===== config.mk =====
export PLATFORM = sky130hd
export DESIGN_NAME = decade_down_timer
export DESIGN_NICKNAME = d
export VERILOG_FILES = /design/src/rtl/decade_down_timer.sv
export SDC_FILE = /design/constraint.sdc
export NUM_CORES = 1
export LEC_CHECK = 0
export BUFFER_PORTS_ARGS = -buffer_cell sky130_fd_sc_hd__buf_2
export CAP_MARGIN = 40
export CORE_MARGIN = 2
export CORE_UTILIZATION = 31
export CTS_CLUSTER_SIZE = 8
export DETAILED_ROUTE_END_ITERATION = 16
export GPL_TIMING_DRIVEN = 0
export SLEW_MARGIN = 20
export SYNTH_ARGS = -nofsm -noshare
export SYNTH_HDL_FRONTEND = slang
export SYNTH_SLANG_ARGS = --single-unit

===== constraint.sdc =====
create_clock -name clk -period 3.94 [get_ports clk]
set_input_delay 0.197 -clock clk [delete_from_list [all_inputs] [get_ports clk]]
set_output_delay 0.197 -clock clk [all_outputs]
set_load 0.01 [all_outputs]

===== src/rtl/decade_down_timer.sv =====
// rtl/decade_down_timer.sv - two-digit BCD down timer with parallel load, one-shot or periodic reload
module decade_down_timer #(
    parameter bit RELOAD = 1'b0
) (
    input  logic       clk,
    input  logic       rst,
    input  logic       load,
    input  logic [3:0] din_tens,
    input  logic [3:0] din_ones,
    input  logic       start,
    input  logic       en,
    output logic [3:0] tens,
    output logic [3:0] ones,
    output logic       zero,
    output logic       done,
    output logic       busy,
    output logic       err
);

    typedef enum logic [1:0] {
        ST_IDLE    = 2'd0,
        ST_RUN     = 2'd1,
        ST_EXPIRED = 2'd2
    } state_e;

    state_e     state_q, state_d;
    logic [3:0] tens_q, tens_d;
    logic [3:0] ones_q, ones_d;
    logic [7:0] rv_q, rv_d;
    logic       done_q, done_d;
    logic       err_q, err_d;

    logic cnt_zero, cnt_one, rv_zero, din_valid;

    assign cnt_zero  = (tens_q == 4'd0) && (ones_q == 4'd0);
    assign cnt_one   = (tens_q == 4'd0) && (ones_q == 4'd1);
    assign rv_zero   = (rv_q == 8'h00);
    assign din_valid = (din_tens <= 4'd9) && (din_ones <= 4'd9);

    always_comb begin
        state_d = state_q;
        tens_d  = tens_q;
        ones_d  = ones_q;
        rv_d    = rv_q;
        err_d   = err_q;
        done_d  = 1'b0;
        if (load) begin
            // A rejected load leaves everything but the error flag alone.
            if (din_valid) begin
                tens_d  = din_tens;
                ones_d  = din_ones;
                rv_d    = {din_tens, din_ones};
                err_d   = 1'b0;
                state_d = ST_IDLE;
            end else begin
                err_d = 1'b1;
            end
        end else begin
            case (state_q)
                ST_IDLE: begin
                    if (start && !cnt_zero) begin
                        state_d = ST_RUN;
                    end
                end
                ST_EXPIRED: begin
                    if (start && !rv_zero) begin
                        tens_d  = rv_q[7:4];
                        ones_d  = rv_q[3:0];
                        state_d = ST_RUN;
                    end
                end
                ST_RUN: begin
                    if (en) begin
                        if (cnt_zero) begin
                            // Only reachable in periodic mode: reload, or give up on an empty reload value.
                            if (RELOAD && !rv_zero) begin
                                tens_d = rv_q[7:4];
                                ones_d = rv_q[3:0];
                            end else begin
                                state_d = ST_EXPIRED;
                            end
                        end else begin
                            if (ones_q != 4'd0) begin
                                ones_d = ones_q - 4'd1;
                            end else begin
                                ones_d = 4'd9;
                                tens_d = tens_q - 4'd1;
                            end
                            if (cnt_one) begin
                                done_d = 1'b1;
                                if (!RELOAD) begin
                                    state_d = ST_EXPIRED;
                                end
                            end
                        end
                    end
                end
                default: state_d = ST_IDLE;
            endcase
        end
    end

    always_ff @(posedge clk or negedge rst) begin
        if (!rst) begin
            state_q <= ST_IDLE;
            tens_q  <= 4'd0;
            ones_q  <= 4'd0;
            rv_q    <= 8'h00;
            done_q  <= 1'b0;
            err_q   <= 1'b0;
        end else begin
            state_q <= state_d;
            tens_q  <= tens_d;
            ones_q  <= ones_d;
            rv_q    <= rv_d;
            done_q  <= done_d;
            err_q   <= err_d;
        end
    end

    assign tens = tens_q;
    assign ones = ones_q;
    assign zero = cnt_zero;
    assign done = done_q;
    assign busy = (state_q == ST_RUN);
    assign err  = err_q;

endmodule


Word level (Yosys, flattened, before mapping):

Index checks and enable logic that the tools add are counted.

* add/sub/neg operators: 2
* order comparisons: 2
* eq/ne operators: 10
* muxes and demuxes: 28
* reductions and logical operators: 17

Operator list (number)
* $mux W4: 12
* $pmux W4 S2: 2
* $ne A3 B3 Y1 const B: 5
* $mux W2: 7
* $reduce_and A5 Y1: 2
* $le A4 B4 Y1 const B: 2
* $logic_not A4 Y1: 2
* $logic_not A8 Y1: 1
* $sub A4 B1 Y4 const B: 2
* $mux W1: 6
* $pmux W2 S3: 1
* $reduce_and A6 Y1: 1
* $logic_and A1 B1 Y1: 5
* $eq A4 B1 Y1 const B: 1
* $ne A4 B2 Y1 const B: 1
* $reduce_bool A4 Y1: 1
* $reduce_bool A3 Y1: 1
* $eq A2 B1 Y1 const B: 1
* $eq A2 B2 Y1 const B: 1
* $logic_not A1 Y1: 2
* $logic_not A2 Y1: 1
* $ne A2 B1 Y1 const B: 1
* $reduce_and A2 Y1: 1

* register bits: 20
* bits of input ports: 13
* output and inout port bits: 12
* word-level logic and storage cells: 65

Longest topological paths before layout:

* depth after elaboration: 7
* depth in mapped cells: 7

Least setup slack after synthesis:

Ideal clock, no wire load.

* path kind: register -> register
* from: register ones_q[1] (netlist: ones[1])
* to: register ones_q[0] (netlist: ones[0])
* setup time: 125 ps
* arrival: 1815 ps
* setup slack: 2001 ps
* stages on the path, launching flop included: 6
* path through: dfrtp_1 > nor4_4 > nand3_1 > a311oi_2 > or2_2 > mux2_2

* word-level cells in the longest chain between the ends: 6

Ends and longest elaborated chain
* start: declaration: RTL line 28 `logic [3:0] ones_q, ones_d;`
* start signal: assignment: RTL line 114 `ones_q <= ones_d;`
* $reduce_bool A4 Y1: RTL line 83 `if (ones_q != 4'd0) begin`
* $mux W4: RTL line 83
* $mux W4: RTL line 74 `if (cnt_zero) begin`
* $mux W4: RTL line 73 `if (en) begin`
* $pmux W4 S2: RTL line 59 `case (state_q)`
* $mux W4: RTL line 47 `if (load) begin`

Several ways; a longest one is shown, not always the timed one. The select of a mux whose other input is x is not followed.
A chain may end at the register's enable or synchronous reset.

Worst setup path in the final report:

* from: register ones_q[0] (netlist: ones[0])
* to: register ones_q[1] (netlist: ones[1])

* word-level cells in the longest chain between the ends: 6

Ends and longest elaborated chain (RTL line)
* $sub A4 B1 Y4 / $reduce_bool A4 Y1 (equally long branches): 84, 83
* $mux W4: 83
* $mux W4: 74
* $mux W4: 73
* $pmux W4 S2: 59
* $mux W4: 47

Several ways; a longest one is shown, not always the timed one. The select of a mux whose other input is x is not followed.

==> flow_metrics.py <==
metrics = {
    "synthesis": {
        "synthFlopType": "dfrtp_1",
        "synthCells": 123,
        "synth.distinct_cells": 33,
        "synth-edff-count": 0,
        "ys_warn_count": 0,
        "synth_seq_area_share_pct": 42.4,
        "synth-seq-cells": 20,
        "synth_fp_nets": 138,
        "synth-async-reset-ratio_pct": 100,
        "syn-mean-instance-area_um2": 9.60,
        "syn_area_mm2": 0.00118,
    },
    "critical_path": {
        "worst-r2r-setup-slack_ns": 1.79,
        "critPathMaxStageDelay_ns": 0.49,
        "slowest_stage": "dfrtp_1",
        "crit_chain": "nor4_4 > nand3_1 > a311oi_2 > or2_2 > mux2_2",
        "criticalPathCategory": "reg2reg",
        "cp.required_ns": 4.09,
        "worstPathArrival_ns": 2.31,
        "cp_max_fo": 8,
        "cp-end-kind": "flop",
        "cp-start-kind": "flop",
    },
    "detailed_routing": {
        "routedWlPerCell_um": 13.9,
        "vias": 1042,
        "final_antenna_net_count": 0,
        "drt-pass1-iter-count": 4,
        "drt_iter0_markers": 52,
        "route.detailed.vias_per_inst": 5.24,
        "routed_wl_um": 2760,
        "drc": 0,
    },
    "timing": {
        "setup_viol": 0,
        "max_freq_mhz": 464,
        "slew_headroom_pct": 68.6,
        "rsz0062_at_grt": "no",
        "fin_crit_sh_pct": 54.6,
        "clock_skew_ns": 0.00263,
        "fin_tns_setup_ns": 0,
        "drv_slew": 0,
        "hold_violations": 0,
        "worstMarginPinSlew_ns": 0.469,
        "period_needed_ns": 2.15,
    },
    "cts": {
        "clock_latency_ns": 0.26,
        "cts.clk_slew.worst_paths_ns": 0.08,
        "cts_tree": "built",
        "clock-sinks": 20,
        "htreeDepth": 1,
        "cts_buffers": 3,
        "cts-root-buf": "clkbuf_8",
        "clk_path_buf_depth": 2,
    },
    "cells_and_area": {
        "final_area_mm2": 0.00144,
        "synthToLayoutAreaGrowth_pct": 21.7,
        "nNetsFinal": 167,
        "final_common_cell": "buf_2",
        "drive_gt1_share_pct": 32.5,
        "antennaDiodeCount": 0,
        "final_cell_mix": "buf_2, dfrtp_1, mux2_2",
        "multiInputGateArea_um2": 621,
        "fillCellCount": 375,
        "regArea_um2": 500,
    },
    "power": {
        "power_density_mw_per_mm2": 593,
        "p_sw_share_pct": 36.1,
        "seqPwrFrac_pct": 39.6,
        "pwr-share-clk_pct": 24.3,
        "p_int_mw": 0.545,
        "power_frac_comb_pct": 36.1,
        "p_sw_mw": 0.308,
        "irDropWorstVdd_mv": 0.330,
        "leakage_nw": 0.646,
    },
    "global_route": {
        "grt_pass1_wl_um": 4750,
        "antenna_found_initial": 0,
        "grt_overflow": 0,
        "grtUsageMet2_pct": 22.5,
        "met3_usage_pct": 2.05,
        "gr-usage-met1_pct": 18.8,
        "top_usage_layer": "met2",
        "grt_max_degree": 21,
        "grt_use_total_pct": 14.1,
        "grt_pass1_vias": 1042,
    },
    "floorplanning": {
        "dieArea_mm2": 0.00432,
        "ios": 25,
        "fp-row-count": 22,
        "initial_utilization_pct": 32.3,
        "die_x_um": 65.7,
        "core_mm2": 0.00366,
        "die_y_um": 65.7,
    },
    "outcome": {
        "status": "completed",
    },
    "worst_hold_path": {
        "min_path_type": "in2reg",
    },
    "placement": {
        "portBuffers": 23,
        "placed_area_mm2": 0.00136,
        "hpwl_um": 2080,
        "finalWeightedCongestion": 0.830,
    },
    "job": {
        "max_cap_violations": 0,
    },
}
==> cells by family (layout without fill, tap and decap cells) <==
logic type                 Yosys count  count (layout)  synth area share (%)
and+or+nand+nor                     42              42                  18.9
AOI/OAI and AO/OA                   33              33                  17.7
DFF                                 20              20                  42.4
muxes                               13              13                  12.4
buffers and inverters               11              39                  5.08
adders and majority gates            2               2                  2.12
xor gates and xnor gates             2               2                  1.48
==> critical path: cells and delay by family (launching register included) <==
kind / cells / cell delay, ns
flip-flops: 1 / 0.49
multiplexers: 1 / 0.33
AO/OA/AOI/OAI: 1 / 0.47
AND/OR/NAND/NOR: 3 / 0.74
==> power by group through the flow <==
stage / sequential, mW / combinational (mW) / clock [mW]
after global placement: 0.336 / 0.306 / 0
after floorplan: 0.342 / 0.200 / 0
after global routing: 0.348 / 0.345 / 0.221
after CTS: 0.337 / 0.310 / 0.212
after detailed placement: 0.341 / 0.308 / 0
final: 0.338 / 0.308 / 0.207
==> registers in the layout, indices dropped and copies added (netlist names) <==
| name | flops |
|---|---|
| rv_q | 8 |
| tens | 4 |
| state_q | 2 |
| done | 1 |
| ones | 4 |
| err | 1 |
==> timing repair <==
item                                   4_1_cts  5_1_grt
hold buffers                                 1        0
buffers inserted                             0        0
endpoints found under the hold margin       20        0
resized for setup                            0        0
==> cells in the mapped netlist (2+ instances only) <==
cell type | number | area, um^2
nor3_1 | 7 | 35.0
o21ai_0 | 11 | 55.1
mux2_2 | 13 | 146
dfrtp_1 | 20 | 500
a21oi_1 | 11 | 55.1
nand2_1 | 12 | 45.0
clkbuf_1 | 2 | 7.51
o31ai_1 | 2 | 15.0
nand3_1 | 3 | 15.0
o21a_1 | 2 | 15.0
inv_1 | 6 | 22.5
and4_1 | 2 | 17.5
nor2_1 | 9 | 33.8
ha_1 | 2 | 25.0
nand2b_1 | 2 | 12.5
nor4_1 | 2 | 12.5
==> metrics by stage <==
stage,utilization [%],worst slack (ns),hold WS (ns),power [mW],std cells
floorplan,-,2.00,-0.0986,0.542,123
global placement,37.0,1.88,0.170,0.643,194
detailed placement,37.0,1.82,0.185,0.649,194
CTS,39.3,1.79,0.174,0.858,199
global route,39.3,1.71,0.184,0.914,199
finish,39.3,1.79,0.180,0.853,199
==> final timing paths <==
kind | from | endpoint | depth (start not counted)
max reg2reg | ones[0] | ones[1] | 5
min reg2reg | err | err | 1
min in group asynchronous | rst | err | 2
max | ones[0] | ones[1] | 5
max in group asynchronous | rst | state_q[0] | 2
min | din_tens[0] | rv_q[4] | 2
==> routing by layer <==
layer,part of all wire [%],vias up
met5,0,-
met4,1.6,0
met3,4.3,5
met2,47,35
met1,47,502
li1,-,500
==> final cells by class <==
cell class	instances	share of cell area (%)
timing repair buffer	24	8.70
tap	48	4.18
buffer	5	2.61
inverter	6	1.57
clock inverter	1	2.09
multi-input combinational	92	43.2
sequential	20	34.8
clock buffer	3	2.87
(Power assumes the default switching activity.)
